### src/rtl/snoop_dispatch.sv
// snoop_dispatch: fans one upstream snooper out to N_VMS bpfvm instances and
// fans their forwarder ports back in to one downstream forwarder.
//
// Snoop path: the snooper write stream is routed with zero latency to a VM.
// The VM is picked round-robin among snoop-ready VMs on the first beat and
// locked until up_done.
// Forward path: a forward-ready VM is granted round-robin with one cycle of
// latency. It is then locked until dn_done.
//
// Ports
//   clk, rst                 clock, asynchronous active-high reset
//   up_wr_addr/data/en       upstream snooper write beat
//   up_done                  end-of-packet pulse from the snooper
//   up_ready                 some VM can take the current or next packet
//   vm_wr_addr/data          per-VM write bus (broadcast), VM i in slice i
//   vm_wr_en, vm_done        per-VM write strobe and done pulse
//   vm_ready_for_snooper     per-VM snoop ready
//   vm_ready_for_forwarder   per-VM forward ready
//   vm_len                   per-VM packet length, VM i in slice i
//   vm_rd_addr               forwarder read address (broadcast)
//   vm_rd_en, vm_fwd_done    per-VM read strobe and forward-done pulse
//   vm_rd_data               per-VM read data, one cycle after vm_rd_en
//   dn_rd_addr/en, dn_done   downstream forwarder read request / done pulse
//   dn_rd_data/ready/len     downstream read data, ready, packet length
//   pkt_in_cnt, pkt_out_cnt  dispatched / forwarded packet counts (wrapping)
module snoop_dispatch #(
    parameter int unsigned N_VMS                = 4,
    parameter int unsigned SNOOP_FWD_ADDR_WIDTH = 9,
    parameter int unsigned DATA_WIDTH           = 64,
    parameter int unsigned PLEN_WIDTH           = SNOOP_FWD_ADDR_WIDTH + 1
) (
    input  logic                                  clk,
    input  logic                                  rst,
    // upstream snooper
    input  logic [SNOOP_FWD_ADDR_WIDTH-1:0]       up_wr_addr,
    input  logic [DATA_WIDTH-1:0]                 up_wr_data,
    input  logic                                  up_wr_en,
    input  logic                                  up_done,
    output logic                                  up_ready,
    // per-VM snoop side
    output logic [N_VMS*SNOOP_FWD_ADDR_WIDTH-1:0] vm_wr_addr,
    output logic [N_VMS*DATA_WIDTH-1:0]           vm_wr_data,
    output logic [N_VMS-1:0]                      vm_wr_en,
    output logic [N_VMS-1:0]                      vm_done,
    input  logic [N_VMS-1:0]                      vm_ready_for_snooper,
    // per-VM forward side
    input  logic [N_VMS-1:0]                      vm_ready_for_forwarder,
    input  logic [N_VMS*PLEN_WIDTH-1:0]           vm_len,
    output logic [SNOOP_FWD_ADDR_WIDTH-1:0]       vm_rd_addr,
    output logic [N_VMS-1:0]                      vm_rd_en,
    output logic [N_VMS-1:0]                      vm_fwd_done,
    input  logic [N_VMS*DATA_WIDTH-1:0]           vm_rd_data,
    // downstream forwarder
    input  logic [SNOOP_FWD_ADDR_WIDTH-1:0]       dn_rd_addr,
    input  logic                                  dn_rd_en,
    input  logic                                  dn_done,
    output logic [DATA_WIDTH-1:0]                 dn_rd_data,
    output logic                                  dn_ready,
    output logic [PLEN_WIDTH-1:0]                 dn_len,
    // statistics
    output logic [31:0]                           pkt_in_cnt,
    output logic [31:0]                           pkt_out_cnt
);

    localparam int unsigned IDX_W = (N_VMS > 1) ? $clog2(N_VMS) : 1;
    typedef logic [IDX_W-1:0] idx_t;

    typedef enum logic {S_IDLE, S_LOCK} s_state_e;
    typedef enum logic {F_IDLE, F_LOCK} f_state_e;

    // Index + 1, wrapping at N_VMS (which need not be a power of two).
    function automatic idx_t inc_wrap(input idx_t i);
        if (int'(i) == int'(N_VMS) - 1) return '0;
        return i + idx_t'(1);
    endfunction

    // First requester at or after start, searching upward modulo N_VMS.
    function automatic idx_t rr_pick(input logic [N_VMS-1:0] req, input idx_t start);
        idx_t pick  = start;
        logic found = 1'b0;
        for (int k = 0; k < int'(N_VMS); k++) begin
            int unsigned j;
            j = (int'(start) + k) % N_VMS;
            if (!found && req[j]) begin
                found = 1'b1;
                pick  = idx_t'(j);
            end
        end
        return pick;
    endfunction

    // ------------------------------------------------------------------
    // Snoop FSM
    // ------------------------------------------------------------------
    s_state_e    s_state_q, s_state_d;
    idx_t        s_lock_q, s_lock_d;
    idx_t        s_ptr_q, s_ptr_d;
    logic [31:0] pkt_in_q, pkt_in_d;

    logic s_any;
    idx_t s_cand;
    idx_t s_tgt;
    logic s_tgt_ok;

    assign s_any    = |vm_ready_for_snooper;
    assign s_cand   = rr_pick(vm_ready_for_snooper, s_ptr_q);
    assign s_tgt    = (s_state_q == S_LOCK) ? s_lock_q : s_cand;
    // Once locked the target is fixed even if its ready drops mid-packet.
    assign s_tgt_ok = (s_state_q == S_LOCK) || s_any;

    always_ff @(posedge clk or posedge rst) begin
        if (rst) begin
            s_state_q <= S_IDLE;
            s_lock_q  <= '0;
            s_ptr_q   <= '0;
            pkt_in_q  <= '0;
        end else begin
            s_state_q <= s_state_d;
            s_lock_q  <= s_lock_d;
            s_ptr_q   <= s_ptr_d;
            pkt_in_q  <= pkt_in_d;
        end
    end

    always_comb begin
        s_state_d = s_state_q;
        s_lock_d  = s_lock_q;
        s_ptr_d   = s_ptr_q;
        pkt_in_d  = pkt_in_q;
        unique case (s_state_q)
            S_IDLE: begin
                // A done here is a 1-beat or zero-length packet: complete in place.
                if (s_tgt_ok && up_done) begin
                    s_ptr_d  = inc_wrap(s_cand);
                    pkt_in_d = pkt_in_q + 32'd1;
                end else if (s_tgt_ok && up_wr_en) begin
                    s_state_d = S_LOCK;
                    s_lock_d  = s_cand;
                end
            end
            S_LOCK: begin
                if (up_done) begin
                    s_state_d = S_IDLE;
                    s_ptr_d   = inc_wrap(s_lock_q);
                    pkt_in_d  = pkt_in_q + 32'd1;
                end
            end
            default: s_state_d = S_IDLE;
        endcase
    end

    always_comb begin
        vm_wr_en = '0;
        vm_done  = '0;
        if (!rst && s_tgt_ok) begin
            vm_wr_en[s_tgt] = up_wr_en;
            vm_done[s_tgt]  = up_done;
        end
        up_ready = (s_state_q == S_LOCK) ? vm_ready_for_snooper[s_lock_q] : s_any;
    end

    assign vm_wr_addr = {N_VMS{up_wr_addr}};
    assign vm_wr_data = {N_VMS{up_wr_data}};
    assign pkt_in_cnt = pkt_in_q;

    // ------------------------------------------------------------------
    // Forward FSM
    // ------------------------------------------------------------------
    f_state_e    f_state_q, f_state_d;
    idx_t        f_lock_q, f_lock_d;
    idx_t        f_ptr_q, f_ptr_d;
    logic [31:0] pkt_out_q, pkt_out_d;

    always_ff @(posedge clk or posedge rst) begin
        if (rst) begin
            f_state_q <= F_IDLE;
            f_lock_q  <= '0;
            f_ptr_q   <= '0;
            pkt_out_q <= '0;
        end else begin
            f_state_q <= f_state_d;
            f_lock_q  <= f_lock_d;
            f_ptr_q   <= f_ptr_d;
            pkt_out_q <= pkt_out_d;
        end
    end

    always_comb begin
        f_state_d = f_state_q;
        f_lock_d  = f_lock_q;
        f_ptr_d   = f_ptr_q;
        pkt_out_d = pkt_out_q;
        unique case (f_state_q)
            F_IDLE: begin
                if (|vm_ready_for_forwarder) begin
                    f_state_d = F_LOCK;
                    f_lock_d  = rr_pick(vm_ready_for_forwarder, f_ptr_q);
                end
            end
            F_LOCK: begin
                // f_lock is deliberately left alone so the last read beat,
                // returning the cycle after dn_done, still steers correctly.
                if (dn_done) begin
                    f_state_d = F_IDLE;
                    f_ptr_d   = inc_wrap(f_lock_q);
                    pkt_out_d = pkt_out_q + 32'd1;
                end
            end
            default: f_state_d = F_IDLE;
        endcase
    end

    always_comb begin
        vm_rd_en    = '0;
        vm_fwd_done = '0;
        dn_ready    = 1'b0;
        dn_len      = '0;
        if (!rst && f_state_q == F_LOCK) begin
            vm_rd_en[f_lock_q]    = dn_rd_en;
            vm_fwd_done[f_lock_q] = dn_done;
            dn_ready              = 1'b1;
            dn_len                = vm_len[int'(f_lock_q)*PLEN_WIDTH +: PLEN_WIDTH];
        end
    end

    assign vm_rd_addr  = dn_rd_addr;
    assign dn_rd_data  = vm_rd_data[int'(f_lock_q)*DATA_WIDTH +: DATA_WIDTH];
    assign pkt_out_cnt = pkt_out_q;

endmodule
### config.mk
export PLATFORM = sky130hd
export DESIGN_NAME = snoop_dispatch
export DESIGN_NICKNAME = d
export VERILOG_FILES = /design/src/rtl/snoop_dispatch.sv
export SDC_FILE = /design/constraint.sdc
export NUM_CORES = 1
export LEC_CHECK = 0
export BUFFER_PORTS_ARGS = -buffer_cell sky130_fd_sc_hd__buf_2
export CAP_MARGIN = 10
export CORE_AREA = 3 3 331 333
export DETAILED_ROUTE_END_ITERATION = 7
export DIE_AREA = 0 0 334 336
export MAX_ROUTING_LAYER = met4
export PLACE_DENSITY_LB_ADDON = 0.15
export SYNTH_ARGS = -nofsm -noshare
export SYNTH_HDL_FRONTEND = slang
export SYNTH_SLANG_ARGS = --single-unit
### constraint.sdc
create_clock -name clk -period 3.1 [get_ports clk]
set_clock_uncertainty 0.2 [all_clocks]
set_input_delay 0.155 -clock clk [delete_from_list [all_inputs] [get_ports clk]]
set_output_delay 0.155 -clock clk [all_outputs]
set_load 0.03 [all_outputs]
After elaboration in Yosys (flattened, before gate mapping) --
Index checks and enable logic that the tools add are counted.
Storage, ports and cells: register bits 74, bits in latches 0, memory bits (writable) 0, bits in read-only memories 0, input port bits 392, output and inout bits 457, logic and storage cells 149, memories 0
Operators by class: add/subtract/negate cells 11, multiply operators 1, divide/modulo/power cells 0, magnitude comparators 13, eq/ne operators 5, shifts and indexed selects 2, mux-type cells 76, bitwise gates (word level) 7, reductions and logical operators 26
Operator list (number):
- $shiftx 256x9->64 | 1
- $add 32x1->32 const B | 2
- $mux 32 | 2
- $pmux 32 s2 | 1
- $shiftx 40x7->10 | 1
- $mux 1 | 39
- $lt 2x3->1 const B | 11
- $mux 2 | 15
- $bmux 1 s2 | 9
- $and 4x4->4 | 4
- $mux 4 | 4
- $logic_and 1x1->1 | 12
- $add 2x1->2 const B | 5
- $mux 10 | 1
- $add 2x2->2 const B | 4
- $reduce_or 4->1 | 2
- $logic_not 1->1 | 7
- $eq 2x1->1 const B | 3
- $reduce_and 2->1 | 3
- $mul 2x3->5 const B | 1
- $demux 1 s2 | 2
- $ge 2x1->1 const B | 2
- $ne 2x2->1 const B | 2
- $pmux 1 s2 | 2
- other kinds (4) | 6

Longest topological paths before layout --
Gate-level depths: netlist of run 1.
depth after elaboration 19, gate-level depth with buffers 6, depth with buffers taken out 6

Worst setup path before layout of run 1 --
No wires, ideal clock.
path type input-to-output, from input rst, to output vm_wr_en[1], arrival time 2833 ps, data required time 2745 ps, slack -88 ps, cell stages on the path 3, buffers on the path 0, cells stage by stage inv_1 -> nand2b_1 -> nor3b_1
Between the ends: word-level cells in the longest chain between the ends 3
RTL lines:
- start, declared | line 33 | input logic rst,
- $logic_not 1->1 | line 155 | if (!rst && s_tgt_ok) begin
- $logic_and 1x1->1 | line 155
- $mux 4 | line 155
- end, declared | line 43 | output logic [N_VMS-1:0] vm_wr_en,
Every way passes these cells.

Worst setup path in the final report of run 1 --
from register s_ptr_q[1], to output vm_done[2]
Between the ends: word-level cells in the longest chain between the ends 19, elaborated cells between the ends (all ways) 31, those cells by class 3 x add/sub; 2 x order compare; 18 x mux; 1 x bitwise; 7 x reduce/logical
RTL lines:
- start, declared | line 97 | idx_t s_ptr_q, s_ptr_d;
- start signal, assigned | line 120 | s_ptr_q <= s_ptr_d;
- parallel branches: the longest is 11 deep, another holds $add 2x1->2
- $mux 2 * | line 84 | if (!found && req[j]) begin
- $mux 2 * | line 107 | assign s_tgt = (s_state_q == S_LOCK) ? s_lock_q : s_cand;
- $lt 2x3->1 (implied by the code) or $ge 2x1->1 (tied branches) | line 157 | vm_done[s_tgt] = up_done;
- $logic_and 1x1->1 (implied by the code) | line 157
- $mux 1 (implied by the code) | line 157
- $demux 1 s2 * | line 157
- $and 4x4->4 (no source line) *
- $mux 4 * | line 155
- end, declared | line 44 | output logic [N_VMS-1:0] vm_done,
Every way passes the cells marked *. The select of a mux whose other input is x is not followed.

==> results of run 1 <==
==> flip-flops by register name, indices dropped and copies added, names as in the netlist <==
name         cells
f_state_q        1
f_lock_q         2
s_state_q        1
pkt_in_cnt      32
s_ptr_q          2
s_lock_q         2
f_ptr_q          2
pkt_out_cnt     32
==> tightest hold or removal path: cells and delay by family <==
family | cells | cell delay [ns]
compound gates | 3 | 0.31
buf+inv | 1 | 0.12
==> layout by cell type, fill, tap and decap left out, types with 6 or more instances in the layout <==
cell	n
nand3_1	23
and2_1	13
nand2_1	28
nor3_1	12
and4_1	6
inv_1	12
ha_1	7
nor2_1	17
dlygate4sd3_1	8
diode_2	29
dfrtp_1	72
buf_4	14
buf_2	465
and3_1	24
mux4_2	75
xnor2_1	45
nand4_1	14
clkbuf_16	9
a21oi_1	6
o21ai_0	6
xor2_1	18
==> layout make-up <==
type / instances / share of cell area
diodes: 29 / 0.00714
clock buffers: 10 / 0.0235
clock inverters: 6 / 0.00628
inverters: 13 / 0.00517
multi-input cells: 339 / 0.345
flip-flops and latches: 74 / 0.183
well taps: 1403 / 0.173
repair buffers: 492 / 0.257
==> metrics by stage <==
step,power (µW),cells,worst slack [ns],util,instance area (µm²)
4_1_cts,6290,2337,0.156,0.0944,10100
3_3_place_gp,5070,2313,0.549,0.0908,9700
2_1_floorplan,4400,749,0.565,-,7770
6_report,6110,2366,0.171,0.0950,10200
5_1_grt,6490,2364,0.0110,0.0950,10200
3_5_place_dp,5080,2313,0.585,0.0908,9700
==> power by group <==
part / leakage [µW] / internal [µW] / total [µW] / switching [µW]
Sequential: 0.000968 / 1100 / 1440 / 338
Clock: 0.000145 / 646 / 1120 / 477
Combinational: 0.00327 / 1450 / 3550 / 2100
Total: 0.00439 / 3200 / 6110 / 2920
==> kinds of logic (layout without fill, tap and decap cells) <==
family | count (synthesis) | count (layout) | synth area share
flip-flops | 74 | 74 | 0.239
adder cells (fa/ha/maj) | 7 | 7 | 0.0113
buffers and inverters | 336 | 521 | 0.310
AO/OA/AOI/OAI | 25 | 25 | 0.0231
other | 0 | 29 | 0
AND/OR/NAND/NOR | 161 | 161 | 0.117
multiplexers | 83 | 83 | 0.229
XOR/XNOR | 63 | 63 | 0.0711
==> synthesized netlist by cell type, types with 12 or more instances <==
master	count	area share
nor2_1	17	0.0082
nand3_1	23	0.015
xnor2_1	45	0.051
and2_1	13	0.010
mux4_2	75	0.22
buf_4	301	0.29
xor2_1	18	0.020
nand2_1	28	0.014
inv_1	13	0.0063
dfrtp_1	74	0.24
nand4_1	14	0.011
nor3_1	12	0.0077
and3_1	24	0.019
==> worst max-delay path by stage <==
stage	from	endpoint	slack, ns	cells after the start
after global routing	s_ptr_q[1]	vm_done[0]	0.01	6
after global placement	s_ptr_q[1]	vm_done[2]	0.55	5
after floorplan	s_ptr_q[1]	vm_done[2]	0.57	4
final	s_ptr_q[1]	vm_done[2]	0.17	5
after CTS	s_ptr_q[1]	vm_done[2]	0.16	5
after detailed placement	s_ptr_q[1]	vm_done[2]	0.59	5
==> what timing repair did <==
item	in CTS	in global routing
hold endpoints to repair	79	0
endpoints found under the setup margin	0	3
hold buffers	8	0
==> metal layers <==
layer,global-route usage,share of wire,up-vias
met2,0.114,0.43,418
li1,-,-,2746
met3,0.0581,0.15,104
met1,0.0829,0.38,3088
met5,-,0,-
met4,0.0333,0.037,0
==> results.cfg, run 1 <==
[worst_setup_path]
critPathMaxFanout = 7
cp-end-kind = output port
path_cells = and3b_1, a2111oi_1, o31ai_2, nor4b_1, buf_2
reg2reg_from = pkt_in_cnt[3]
worst-r2r-setup-slack_ns = 0.89
required_ns = 2.74
cp.arrival_ns = 2.57
slowest_stage = a2111oi_1
worst-path-buf-inv = 1
path_class = register to output port
critPathMaxStageDelay_ns = 0.64
regToRegEndpoint = pkt_in_cnt[28]
crit_family = compound AO/OA/AOI/OAI gates
crit_path_start_kind = register
reg2reg_depth = 5

[layout]
drive_gt1_frac = 0.634
final-seq-area_um2 = 1860
multi_input_area_um2 = 3500
nFillCells = 12479
area_growth_pct = 30.9
nets = 1328

[clock_tree]
cts_buffers = 9
clk_latency_ns = 0.36
cts_tree = built
ctsLongestPathBuffers = 2
cts_setup_buffers = 0
clkSlewWorstSetupHoldPaths_ns = 0.07
cts_sinks = 74
clockRootBuffer = clkbuf_16
htree_levels = 3
cts_resized = 0

[synth]
yosys_register_bits = 74
syn_avg_cell_area_um2 = 10.4
syn_area_um2 = 7760
syn-num-nets = 1148
ys_warn_count = 0
synth_edf_count = 0
yosysUniqueCellTypes = 48
yosysSeqAreaShare = 0.239
synthFlopType = dfrtp_1
synthArstFlopShare = 1.00
synth_cells = 749

[placement]
gp_congestion = 0.852
place_hpwl_um = 39900
port_buffers = 465

[die]
die_h_um = 336
rows = 120
die_w_um = 334
io_pins = 849
die_area_um2 = 112000
start_util = 0.0726
core_um2 = 107000

[min_path]
hold_path_startpoint = vm_ready_for_forwarder[0]
min_to = f_lock_q[1]
hold_path_class = input pin to register
whs_path_depth = 4

[power]
ir_drop_uv = 236
cellPowerDensity_nw_per_um2 = 602
leakage_uw = 0.00439

[route]
num_vias = 6356
wl_um = 45100
drc_errors = 0
avgRoutedWirePerCell_um = 19.0
antenna_left = 0
viasPerCell = 2.69
first_pass_iters = 4
dr.first_iter.drc_count = 255

[sta]
hold_viol = 0
grt_setup_unrepaired = no
max_slew_margin = 0.451
tns_ns = 0
max_freq_mhz = 341
slew_viol_final = 0
setup_violations = 0
period_share = 0.945
hold_ws_ns = 0.0894
tightest_slew_ns = 0.815
min_period_ns = 2.93

[global_route]
grt.overflow.total = 0
grt_pass1_wl_um = 59300
grt_usage = 0.0796
grt_pass1_vias = 6894
grt_max_degree = 75
antenna_found_initial = 36

[outcome]
run_status = complete, no violations

[job]
max_cap_violations = 0
Note: power is estimated with default switching activity, not from simulation.
==> run 2: changes to the inputs <==
--- a/config.mk
+++ b/config.mk
@@ -8,10 +8,13 @@
 export BUFFER_PORTS_ARGS = -buffer_cell sky130_fd_sc_hd__buf_2
 export CAP_MARGIN = 10
 export CORE_AREA = 3 3 331 333
+export CTS_BUF_LIST = sky130_fd_sc_hd__clkbuf_8 sky130_fd_sc_hd__clkbuf_16
 export DETAILED_ROUTE_END_ITERATION = 7
 export DIE_AREA = 0 0 334 336
 export MAX_ROUTING_LAYER = met4
 export PLACE_DENSITY_LB_ADDON = 0.15
+export RECOVER_POWER = 100
+export SETUP_SLACK_MARGIN = 0.4
 export SYNTH_ARGS = -nofsm -noshare
 export SYNTH_HDL_FRONTEND = slang
 export SYNTH_SLANG_ARGS = --single-unit
==> results.cfg, run 2 (same netlist as run 1, synthesis figures left out) <==
[worst_setup_path]
crit_path_start_kind = register
path_class = register to output port
cp-end-kind = output port
reg2reg_depth = 5
required_ns = 2.74
critPathMaxFanout = 32
cp.arrival_ns = 2.39

[power]
leakage_uw = 0.00387
ir_drop_uv = 236
cellPowerDensity_nw_per_um2 = 605

[sta]
slew_viol_final = 0
grt_setup_unrepaired = yes
tns_ns = 0
max_slew_margin = 0.181
hold_viol = 0
max_freq_mhz = 365
min_period_ns = 2.74
setup_violations = 0
period_share = 0.884
tightest_slew_ns = 1.22

[placement]
port_buffers = 465
gp_congestion = 0.852
place_area_um2 = 9700
place_hpwl_um = 39900

[die]
rows = 120
die_area_um2 = 112000
die_h_um = 336
die_w_um = 334
start_util = 0.0726
core_um2 = 107000
io_pins = 849

[route]
drc_errors = 0
dr.first_iter.drc_count = 202
avgRoutedWirePerCell_um = 19.2
wl_um = 45400
num_vias = 6368
viasPerCell = 2.69
first_pass_iters = 4
antenna_left = 0

[min_path]
hold_path_class = input pin to register
whs_path_depth = 4

[job]
max_cap_violations = 0

[clock_tree]
clk_latency_ns = 0.36
cts_tree = built
clkSlewWorstSetupHoldPaths_ns = 0.07
cts_sinks = 74
clockRootBuffer = clkbuf_16
cts_buffers = 9
ctsLongestPathBuffers = 2
htree_levels = 3

[layout]
layout_commonest_cell = buf_2
nets = 1333
nFillCells = 12533
design_area_um2 = 9960
area_growth_pct = 28.4
mostFrequentLayoutCells = buf_2 (321), clkbuf_1 (151), mux4_2 (75)
drive_gt1_frac = 0.473

[global_route]
grt.overflow.total = 0
grt_pass1_wl_um = 59600
grt_max_degree = 75
grt_usage = 0.0800
grt_pass1_vias = 6898
antenna_found_initial = 36

[outcome]
run_status = complete, no violations
run 2: area by class of cell:
class | instances | area (µm²) | area share
clock buffers | 10 | 239 | 0.0240
flip-flops and latches | 74 | 1860 | 0.187
inverters | 13 | 50.0 | 0.00502
diodes | 28 | 70.1 | 0.00703
multi-input cells | 339 | 3500 | 0.351
repair buffers | 497 | 2420 | 0.243
well taps | 1403 | 1760 | 0.176
clock inverters | 6 | 63.8 | 0.00640
run 2: final timing paths:
path	from	end	slack, ns
min reg2reg	pkt_out_cnt[31]	pkt_out_cnt[31]	0.27
max reg2reg	pkt_in_cnt[3]	pkt_in_cnt[28]	0.46
min	vm_ready_for_forwarder[0]	f_lock_q[1]	0.10
min in group asynchronous	rst	f_state_q	0.42
max in group asynchronous	rst	pkt_in_cnt[5]	1.84
max	f_lock_q[1]	dn_rd_data[22]	0.36
run 2: stage by stage:
| step | std cells | hold WS (ns) | setup slack, ns | total power [µW] | util |
|---|---|---|---|---|---|
| floorplan | 749 | 0.0214 | 0.565 | 4400 | - |
| global placement | 2313 | 0.110 | 0.549 | 5070 | 0.0908 |
| detailed placement | 2313 | 0.110 | 0.585 | 5080 | 0.0908 |
| CTS | 2338 | 0.0382 | 0.405 | 6350 | 0.0947 |
| global route | 2369 | 0.110 | 0.206 | 6400 | 0.0932 |
| finish | 2370 | 0.102 | 0.359 | 6020 | 0.0932 |
run 2: report_power, final:
part | switching [µW] | internal (µW) | total, µW
Combinational | 2180 | 1320 | 3500
Clock | 479 | 646 | 1130
Sequential | 292 | 1100 | 1400
run 2: routing by layer:
metal | wire (µm) | track usage | vias up
met5 | 0 | - | -
met4 | 1670 | 0.0333 | 0
met3 | 6830 | 0.0581 | 102
met2 | 19600 | 0.114 | 408
met1 | 17300 | 0.0834 | 3101
li1 | - | - | 2757
run 2: worst max-delay path, stage by stage, from the launching register on:
cell and delay (ns):
dfrtp_4 0.81, clkbuf_1 0.46, mux4_2 0.30, clkbuf_1 0.40
run 2: timing repair:
action	CTS	global route
resized for setup	2	4
endpoints found under the setup margin	19	10
buffers inserted	1	4
hold buffers	8	0
pin swaps	1	1
endpoints found under the hold margin	79	0
